$ cat config.mk
export PLATFORM = sky130hd
export DESIGN_NAME = adc_sample_averager
export DESIGN_NICKNAME = d
export VERILOG_FILES = /design/src/rtl/adc_sample_averager.sv
export SDC_FILE = /design/constraint.sdc
export NUM_CORES = 1
export LEC_CHECK = 0
export ABC_AREA = 1
export CORE_MARGIN = 4
export CORE_UTILIZATION = 52
export CTS_CLUSTER_SIZE = 16
export DETAILED_ROUTE_END_ITERATION = 16
export HOLD_SLACK_MARGIN = 0.06
export PLACE_DENSITY = 0.84
export SYNTH_ARGS = -nofsm -noshare
export SYNTH_HDL_FRONTEND = slang
export SYNTH_SLANG_ARGS = --single-unit
$ cat constraint.sdc
create_clock -name clk -period 2.1 [get_ports clk]
set_input_delay 0.315 -clock clk [delete_from_list [all_inputs] [get_ports clk]]
set_output_delay 0.315 -clock clk [all_outputs]
set_load 0.01 [all_outputs]
$ cat src/rtl/adc_sample_averager.sv
// Block averager for ADC samples: sums 2^LOG2_N accepted samples, then publishes a registered mean.
// Optional macro ADC_AVG_ROUND_EN switches the final divide from truncation to round-half-up.
module adc_sample_averager #(
  parameter int LOG2_N = 3,
  parameter int DATA_W = 8
) (
  input  logic              clk,
  input  logic              reset,
  input  logic [DATA_W-1:0] sample_in,
  input  logic              sample_valid,
  input  logic              clear,
  output logic [DATA_W-1:0] avg_out,
  output logic              avg_valid,
  output logic              avg_ready,
  output logic [LOG2_N:0]   fill_count
);

  localparam int ACC_W = DATA_W + LOG2_N + 1;
  localparam int CNT_W = LOG2_N + 1;
  localparam int N     = 1 << LOG2_N;
`ifdef ADC_AVG_ROUND_EN
  // Half of the divisor; integer division makes this 0 when LOG2_N is 0.
  localparam int RND   = N / 2;
`else
  localparam int RND   = 0;
`endif

  typedef enum logic {FILL, RUN} state_t;

  state_t             state_q;
  state_t             state_d;
  logic [ACC_W-1:0]   acc_p0;
  logic [ACC_W-1:0]   sum_p0;
  logic               accept;
  logic               last;

  function automatic logic [DATA_W-1:0] avg_of(input logic [ACC_W-1:0] sum);
    return DATA_W'((sum + ACC_W'(RND)) >> LOG2_N);
  endfunction

  always_comb begin
    accept  = sample_valid && !clear;
    last    = accept && (fill_count == CNT_W'(N - 1));
    sum_p0  = acc_p0 + ACC_W'(sample_in);
    state_d = state_q;
    if (last) begin
      state_d = RUN;
    end
  end

  always_ff @(posedge clk or negedge reset) begin
    if (!reset) begin
      state_q <= FILL;
    end else begin
      state_q <= state_d;
    end
  end

  assign avg_ready = (state_q == RUN);

  // Stage p0 -> p1: accumulate, and on the block's final sample publish the average.
  always_ff @(posedge clk or negedge reset) begin
    if (!reset) begin
      acc_p0     <= '0;
      fill_count <= '0;
      avg_out    <= '0;
      avg_valid  <= 1'b0;
    end else begin
      avg_valid <= 1'b0;
      if (clear) begin
        acc_p0     <= '0;
        fill_count <= '0;
      end else if (accept) begin
        if (last) begin
          acc_p0     <= '0;
          fill_count <= '0;
          avg_out    <= avg_of(sum_p0);
          avg_valid  <= 1'b1;
        end else begin
          acc_p0     <= sum_p0;
          fill_count <= fill_count + CNT_W'(1);
        end
      end
    end
  end

endmodule

==> parameters.txt, run 1 <==
Parameter                              Value

Global routing
  Number of antenna violations at the first check in global routing ... 0
  Maximum number of pins on one net before global-route repair ... 26
  Via count of the first global-routing pass ... 1351
  Overall Global Routing Usage ... 20.1%
  Wire length of the first global-routing pass ... between 5 and 6 mm
  Leftover overflow at the end of global routing ... 0

Synthesis
  Post-synth net total ... 211
  Cell types with the largest area share after synthesis ... dfrtp_1, nand2_1, ha_1, nand3_1, inv_1
  Count of cell types in the netlist ... 28
  Share of cell area taken by muxes after synthesis ... 0%
  Synth area leader ... dfrtp_1
  Post-synthesis async set-or-reset flop share ... 100%
  Cell count after synthesis ... 189
  Dominant combinational cell family by area after synthesis ... simple AND/OR/NAND/NOR gates
  Cell Area, Synth ... 1520 um2
  Complex-gate fraction of the synthesized area ... 8.00%
  Share of Yosys cell area claimed by the top area cell type ... about two fifths
  Syn. warnings ... 0
  Synthesized-area fraction occupied by and/or/nand/nor cells ... 35.0%
  Most frequently used flop master after synthesis ... dfrtp_1
  Number of flops mapped to enable cells by yosys ... 0
  Share of synthesized area occupied by flip-flops and latches ... roughly 40%
  Fraction of synthesized cell area in xor and xnor cells ... 1.15%
  Number of flip-flops and latches in the synthesized netlist ... 25
  Avg Synthesized Cell Area ... 8.03 um2
  Post-Synth Adder-Cell Area ... 8.74%

Route
  DR DRC count ... 0
  Number of routed nets with antenna violations ... 0
  Drt pass-1 iters ... 4
  Total wire length ... 3.17 mm
  Per-cell routed wire length ... 12.5 um
  Routed vias/inst ... 5.30
  Routed via count ... about 1300
  Initial DRC count ... 75

Timing
  Worst clock skew ... 1.43 ps
  Count of endpoints failing hold in the final timing report ... 0
  Period Utilization, post-route ... 86.5%
  Setup repair after global routing missed its margin ... no
  Upper clock frequency limit ... approximately 0.55 GHz
  Post-layout min period ... 1820 ps
  Count of endpoints failing setup in the final report ... 0
  Worst-case headroom to the max-slew limit ... just under 80%
  Measured slew at the worst slew-check pin ... about 320 ps
  Final-layout setup total negative slack ... 0 ps
  Final Max Slew Viols ... 0

Floorplan
  Die Y-Extent ... 62.0 um
  Die area ... a little under 4000 um2
  Placeable core region ... 2780 um2
  Cell row count ... 19
  Die Wd ... 62.0 um
  Num ports ... 26
  Effective utilization at floorplan ... 54.6%

Job
  Number of violations of the max-capacitance limit ... 0

Worst setup path
  Slowest-stage cell, CP ... dfrtp_1
  Data arrival at the endpoint of the critical path ... 2060 ps
  CP endpoint kind ... register
  Cell chain of the critical path ... ha_1 > fa_1 > nand2_1 > nor2_1 > nor2_1 > inv_1 > nand2_1 > nand3b_1 > nand3_1 > nand2_1
  CP Data Required Time ... approximately 2300 ps
  Setup crit start ... acc_p0[0]
  R2R Path Start ... acc_p0[0]
  Slowest stage delay, CP ... ~400 ps
  Critical path class ... register to register
  Critical Path Most Common Cell ... nand2_1
  Critical Path Fanout Max ... 3
  Category of the worst setup path launch point ... register

Clock tree
  Total CTS buffers ... 3
  TritonCTS clock tree ... done
  Maximum level of the CTS H-tree ... 1
  Clock transition at the registers of the reported paths ... 150 ps
  Clock root buffer ... clkbuf_4
  Clock tree buffer depth ... 2
  Buffers inserted by post-CTS timing repair ... 0
  Post-cts gate resize count ... 0
  CTS sink cnt ... 25
  Later-pin clock latency in the skew report ... about 330 ps
  Hold-fix buffers at CTS ... 0

Power and ir drop
  Leakage power of the design ... 0.982 nW
  Overall power ... around 1.1 mW
  VDD IR-drop max ... 0.557 mV
  Ratio of total power to cell area ... between 600 and 700 nW/um2

Layout
  Synthesis-to-layout area growth ... 22.9%
  Post-Route Utilization ... 67.1%
  Count of inserted antenna diode cells ... 0
  Non-filler instance count after layout ... 253
  Proportion of layout cells with a drive suffix above 1 ... approximately 15%
  Number of nets at the end of the flow ... 245

Status
  Run status ... finished, final reports clean

Placed design
  I/O Buffers ... 25
  Count of placed standard cells including taps ... 249
  Global placement routability congestion ... 0.886
  Detailed placer's ending HPWL ... 2.49 mm

Worst hold path
  Tightest Hold Check Type ... input port to async pin
-- power breakdown --
| part | switching, mW | total (mW) | internal [mW] |
|---|---|---|---|
| Combinational | 0.190 | 0.351 | 0.161 |
| Sequential | 0.0392 | 0.563 | 0.524 |
| Clock | 0.159 | 0.232 | 0.0729 |
-- final timing paths --
kind / slack, ps / end / cells after the start
setup / recovery: 280 / avg_out[3] / 10
hold / removal: 330 / avg_out[4] / 2
setup reg to reg: 280 / avg_out[3] / 10
hold reg to reg: 480 / avg_ready / 1
max in group asynchronous: 1530 / acc_p0[5] / 2
min in group clk: 480 / avg_ready / 1
-- layout by cell type, fill, tap and decap left out, drive strengths merged --
cell / count
buf: 6
clkinvlp: 1
or2: 2
nor2: 19
o21ai: 7
a21boi: 1
a21oi: 4
inv: 19
nand2: 68
a32o: 1
nand3b: 3
nand3: 20
o21bai: 1
ha: 9
xor2: 2
nand4: 2
a22o: 3
clkdlybuf4s50: 25
clkbuf: 3
fa: 1
dfrtp: 25
-- registers in the layout, summed over array words and instances, names as in the netlist --
signal and count:
avg_valid 1, fill_count 4, avg_ready 1, avg_out 8, acc_p0 11
-- final cells by class --
| cell class | count | area, um2 |
|---|---|---|
| fillers | 251 | 916 |
| multi-input cells | 143 | 802 |
| flip-flops and latches | 25 | 626 |
| repair buffers | 31 | 295 |
| inverters | 19 | 73.8 |
| well taps | 31 | 38.8 |
| clock buffers | 3 | 22.5 |
| clock inverters | 1 | 7.51 |
-- critical path: cells and delay by family, from the launching register on --
family / cells / cell delay [ps]
simple gates: 7 / 630
fa+ha+maj: 2 / 620
flops: 1 / 410
buf+inv: 1 / 80
-- synthesized netlist by cell type, types with 3 or more instances --
cell type,count
inv_2,4
dfrtp_1,25
o21ai_0,3
nand3_1,20
a22o_1,3
nand2_2,6
nor2_1,12
inv_1,14
nand3b_1,3
ha_1,9
nand2_1,62
nor2_2,4
-- metrics by stage --
stage / hold slack, ps / setup WS (ps) / area [um2]
2_1_floorplan: 19.4 / 437 / 1520
3_3_place_gp: 455 / -47.0 / 1840
3_5_place_dp: 458 / -93.2 / 1840
4_1_cts: 333 / 266 / 1870
5_1_grt: 343 / 132 / 1870
6_report: 328 / 282 / 1870
-- per-layer routing --
layer	global-route usage [%]	part of all wire [%]	vias up
met3	2.48	3.9	4
li1	-	-	678
met1	24.8	44	629
met2	37.0	51	29
met4	4.55	1.0	0
met5	0	0	-
-- kinds of logic after synthesis --
group,Yosys count
fa+ha+maj,10
buf+inv,21
compound gates,17
flops,25
simple gates,114
xor+xnor,2
Note: power is estimated with default switching activity, not from simulation.
==> run 2: changes to the inputs <==
==> constraint.sdc (replaced) <==
create_clock -name clk -period 2.1 [get_ports clk]
set_input_delay 0.42 -clock clk [delete_from_list [all_inputs] [get_ports clk]]
set_output_delay 0.42 -clock clk [all_outputs]
set_load 0.01 [all_outputs]
==> run 2 against run 1 <==
Global-route usage shrank 1.5 points. Flip-flop and latch count is the same. Power grew 0.52%. Hold slack gained 89 ps. Utilization grew 0.36 points. Cell area grew 0.54%. Die area is the same. First-iteration DRC count shrank 20%. Critical path type is now input port to register. Critical endpoint is now acc_p0[8]. Largest cell class unchanged.
==> parameters.txt, run 2 (same netlist as run 1, synthesis figures left out) <==
Parameter                              Value

Route
  DR DRC count ... 0 (unchanged)
  Initial DRC count ... 60 (-20%)
  Routed via count ... 1329 (-0.82%)
  Per-cell routed wire length ... 12.6 um (+0.83%)
  Number of routed nets with antenna violations ... 0 (unchanged)
  Drt pass-1 iters ... 4 (unchanged)
  Total wire length ... 3.21 mm (+1.2%)
  Routed vias/inst ... 5.23 (-1.2%)

Clock tree
  Clock tree buffer depth ... 2 (unchanged)
  Total CTS buffers ... 3 (unchanged)
  Clock transition at the registers of the reported paths ... 150 ps (about the same)
  Hold-fix buffers at CTS ... 0 (unchanged)
  Clock root buffer ... clkbuf_4
  Later-pin clock latency in the skew report ... 330 ps (about the same)
  TritonCTS clock tree ... done
  CTS sink cnt ... 25 (unchanged)
  Maximum level of the CTS H-tree ... 1 (unchanged)

Floorplan
  Die area ... 3850 um2 (unchanged)
  Cell row count ... 19 (unchanged)
  Die Wd ... 62.0 um (unchanged)
  Effective utilization at floorplan ... 54.6% (unchanged)
  Placeable core region ... 2780 um2 (unchanged)
  Die Y-Extent ... 62.0 um (unchanged)
  Num ports ... 26 (unchanged)

Placed design
  Count of placed standard cells including taps ... 250 (+0.40%)
  I/O Buffers ... 25 (unchanged)
  Detailed placer's ending HPWL ... 2.51 mm (+0.61%)
  Area of placed instances ... 1840 um2 (+0.41%)
  Worst setup timing slack at the placement stage ... -197 ps (-103 ps)
  Global placement routability congestion ... 0.888 (+0.28%)

Timing
  Count of endpoints failing setup in the final report ... 0 (unchanged)
  Count of endpoints failing hold in the final timing report ... 0 (unchanged)
  Upper clock frequency limit ... 0.532 GHz (-3.3%)
  Post-layout min period ... 1880 ps (+61.1 ps)
  Worst clock skew ... 6.00 ps (+4.57 ps)
  Worst-case headroom to the max-slew limit ... 79.0% (about the same)
  Setup repair after global routing missed its margin ... no
  Period Utilization, post-route ... 89.5% (+2.9 points)
  Worst hold margin ... 417 ps (+89.3 ps)
  Setup slack after layout ... 221 ps (-61.1 ps)
  Measured slew at the worst slew-check pin ... 315 ps (-0.782 ps)
  Final Max Slew Viols ... 0 (unchanged)

Layout
  Finished layout cell area ... 1880 um2 (+0.54%)
  Non-filler instance count after layout ... 254 (+0.40%)
  Largest regs ... acc_p0 (11), avg_out (8), fill_count (4)
  Max reg flops ... 11 (unchanged)
  Top register by number of flip-flops ... acc_p0
  Commonest non-fill, non-tap cell in the layout ... nand2_1
  Count of inserted antenna diode cells ... 0 (unchanged)
  Leading cell types in the layout, fill and taps excluded ... nand2_1, dfrtp_1, clkdlybuf4s50_1, nand3_1, inv_1
  Synthesis-to-layout area growth ... 23.6%
  Proportion of layout cells with a drive suffix above 1 ... 16.1% (+0.83 points)
  Filler Cell Count ... 232 (-7.6%)
  Number of nets at the end of the flow ... 246 (+0.41%)

Worst setup path
  Cell chain of the critical path ... clkdlybuf4s50_1 > ha_1 > fa_1 > nand2_1 > nor2_1 > nor2_2 > inv_1 > nand2_1 > nand3b_1 > nand3_1 > nand2_1
  Category of the worst setup path launch point ... input port
  Critical Path Most Common Cell ... nand2_1
  Slowest stage delay, CP ... 410 ps (about the same)
  Data arrival at the endpoint of the critical path ... 2120 ps (+60 ps)
  Critical Path Fanout Max ... 3 (unchanged)
  Slowest-stage cell, CP ... fa_1
  Critical path class ... input port to register
  CP Data Required Time ... 2340 ps (about the same)
  CP endpoint kind ... register

Power and ir drop
  VDD IR-drop max ... 0.454 mV (-19%)
  Ratio of total power to cell area ... 614 nW/um2 (about the same)
  Overall power ... 1.15 mW (+0.52%)
  Leakage power of the design ... 0.987 nW (+0.57%)

Global routing
  Wire length of the first global-routing pass ... 5.29 mm (-8.3%)
  Maximum number of pins on one net before global-route repair ... 26 (unchanged)
  Number of antenna violations at the first check in global routing ... 0 (unchanged)
  Overall Global Routing Usage ... 18.6% (-1.5 points)
  Via count of the first global-routing pass ... 1243 (-8.0%)
  Leftover overflow at the end of global routing ... 0 (unchanged)

Job
  Number of violations of the max-capacitance limit ... 0 (unchanged)

Status
  Run status ... finished, final reports clean

Worst hold path
  Tightest Hold Check Type ... input port to async pin
[run 2: cell types whose count changed in the layout (fill, tap and decap cells not counted), sizes merged]
cell  change
buf       +1
[run 2: stage by stage]
| step | util, % | TNS (ps) |
|---|---|---|
| after floorplan | - | 0 |
| after global placement | 66.3 | -782 |
| after detailed placement | 66.3 | -1170 |
| after CTS | 67.3 | 0 |
| after global routing | 67.4 | 0 |
| final | 67.4 | 0 |
[run 2: routing by layer]
layer / vias up / track usage, % / part of all wire, %
met5: - / 0 / 0
met4: 0 / 5.45 / 1.2
met3: 5 / 2.48 / 4.8
met2: 33 / 33.6 / 50
met1: 611 / 22.9 / 44
li1: 680 / - / -
[run 2: path summary, 6_finish.rpt]
| path | cells after the start | slack [ps] | end | startpoint |
|---|---|---|---|---|
| worst max-delay path | 11 | 220 | acc_p0[8] | sample_in[0] |
| worst min-delay path | 2 | 420 | avg_out[4] | reset |
| worst max register to register | 10 | 310 | acc_p0[8] | acc_p0[0] |
| worst min register to register | 1 | 480 | avg_ready | avg_ready |
| max in group asynchronous | 2 | 1440 | fill_count[0] | reset |
| min in group clk | 1 | 480 | avg_ready | avg_ready |
[run 2: report_power, final]
group          internal [mW]  switching (mW)  leakage (nW)  total (mW)
sequential             0.524          0.0414         0.335       0.565
clock                 0.0730           0.163        0.0139       0.236
combinational          0.162           0.189         0.638       0.351
total                  0.758           0.393         0.987        1.15
[run 2: worst max-delay path, delay by kind of cell]
kind / cells / cell delay, ps
AND/OR/NAND/NOR: 7 / 580
buffers and inverters: 2 / 470
adder cells (fa/ha/maj): 2 / 630
[run 2: final cells by class]
class,instances,area (um2),share of cell area [%]
multi-input combinational,143,805,42.9
sequential,25,626,33.4
timing repair buffer,32,303,16.1
inverter,19,73.8,3.94
tap,31,38.8,2.07
clock buffer,3,22.5,1.20
clock inverter,1,7.51,0.400
[run 2: repair_timing]
action                                  4_1_cts  5_1_grt
endpoints found under the setup margin        0        2
resized for setup                             0        1
hold endpoints to repair                      0        0
buffers inserted                              0        0
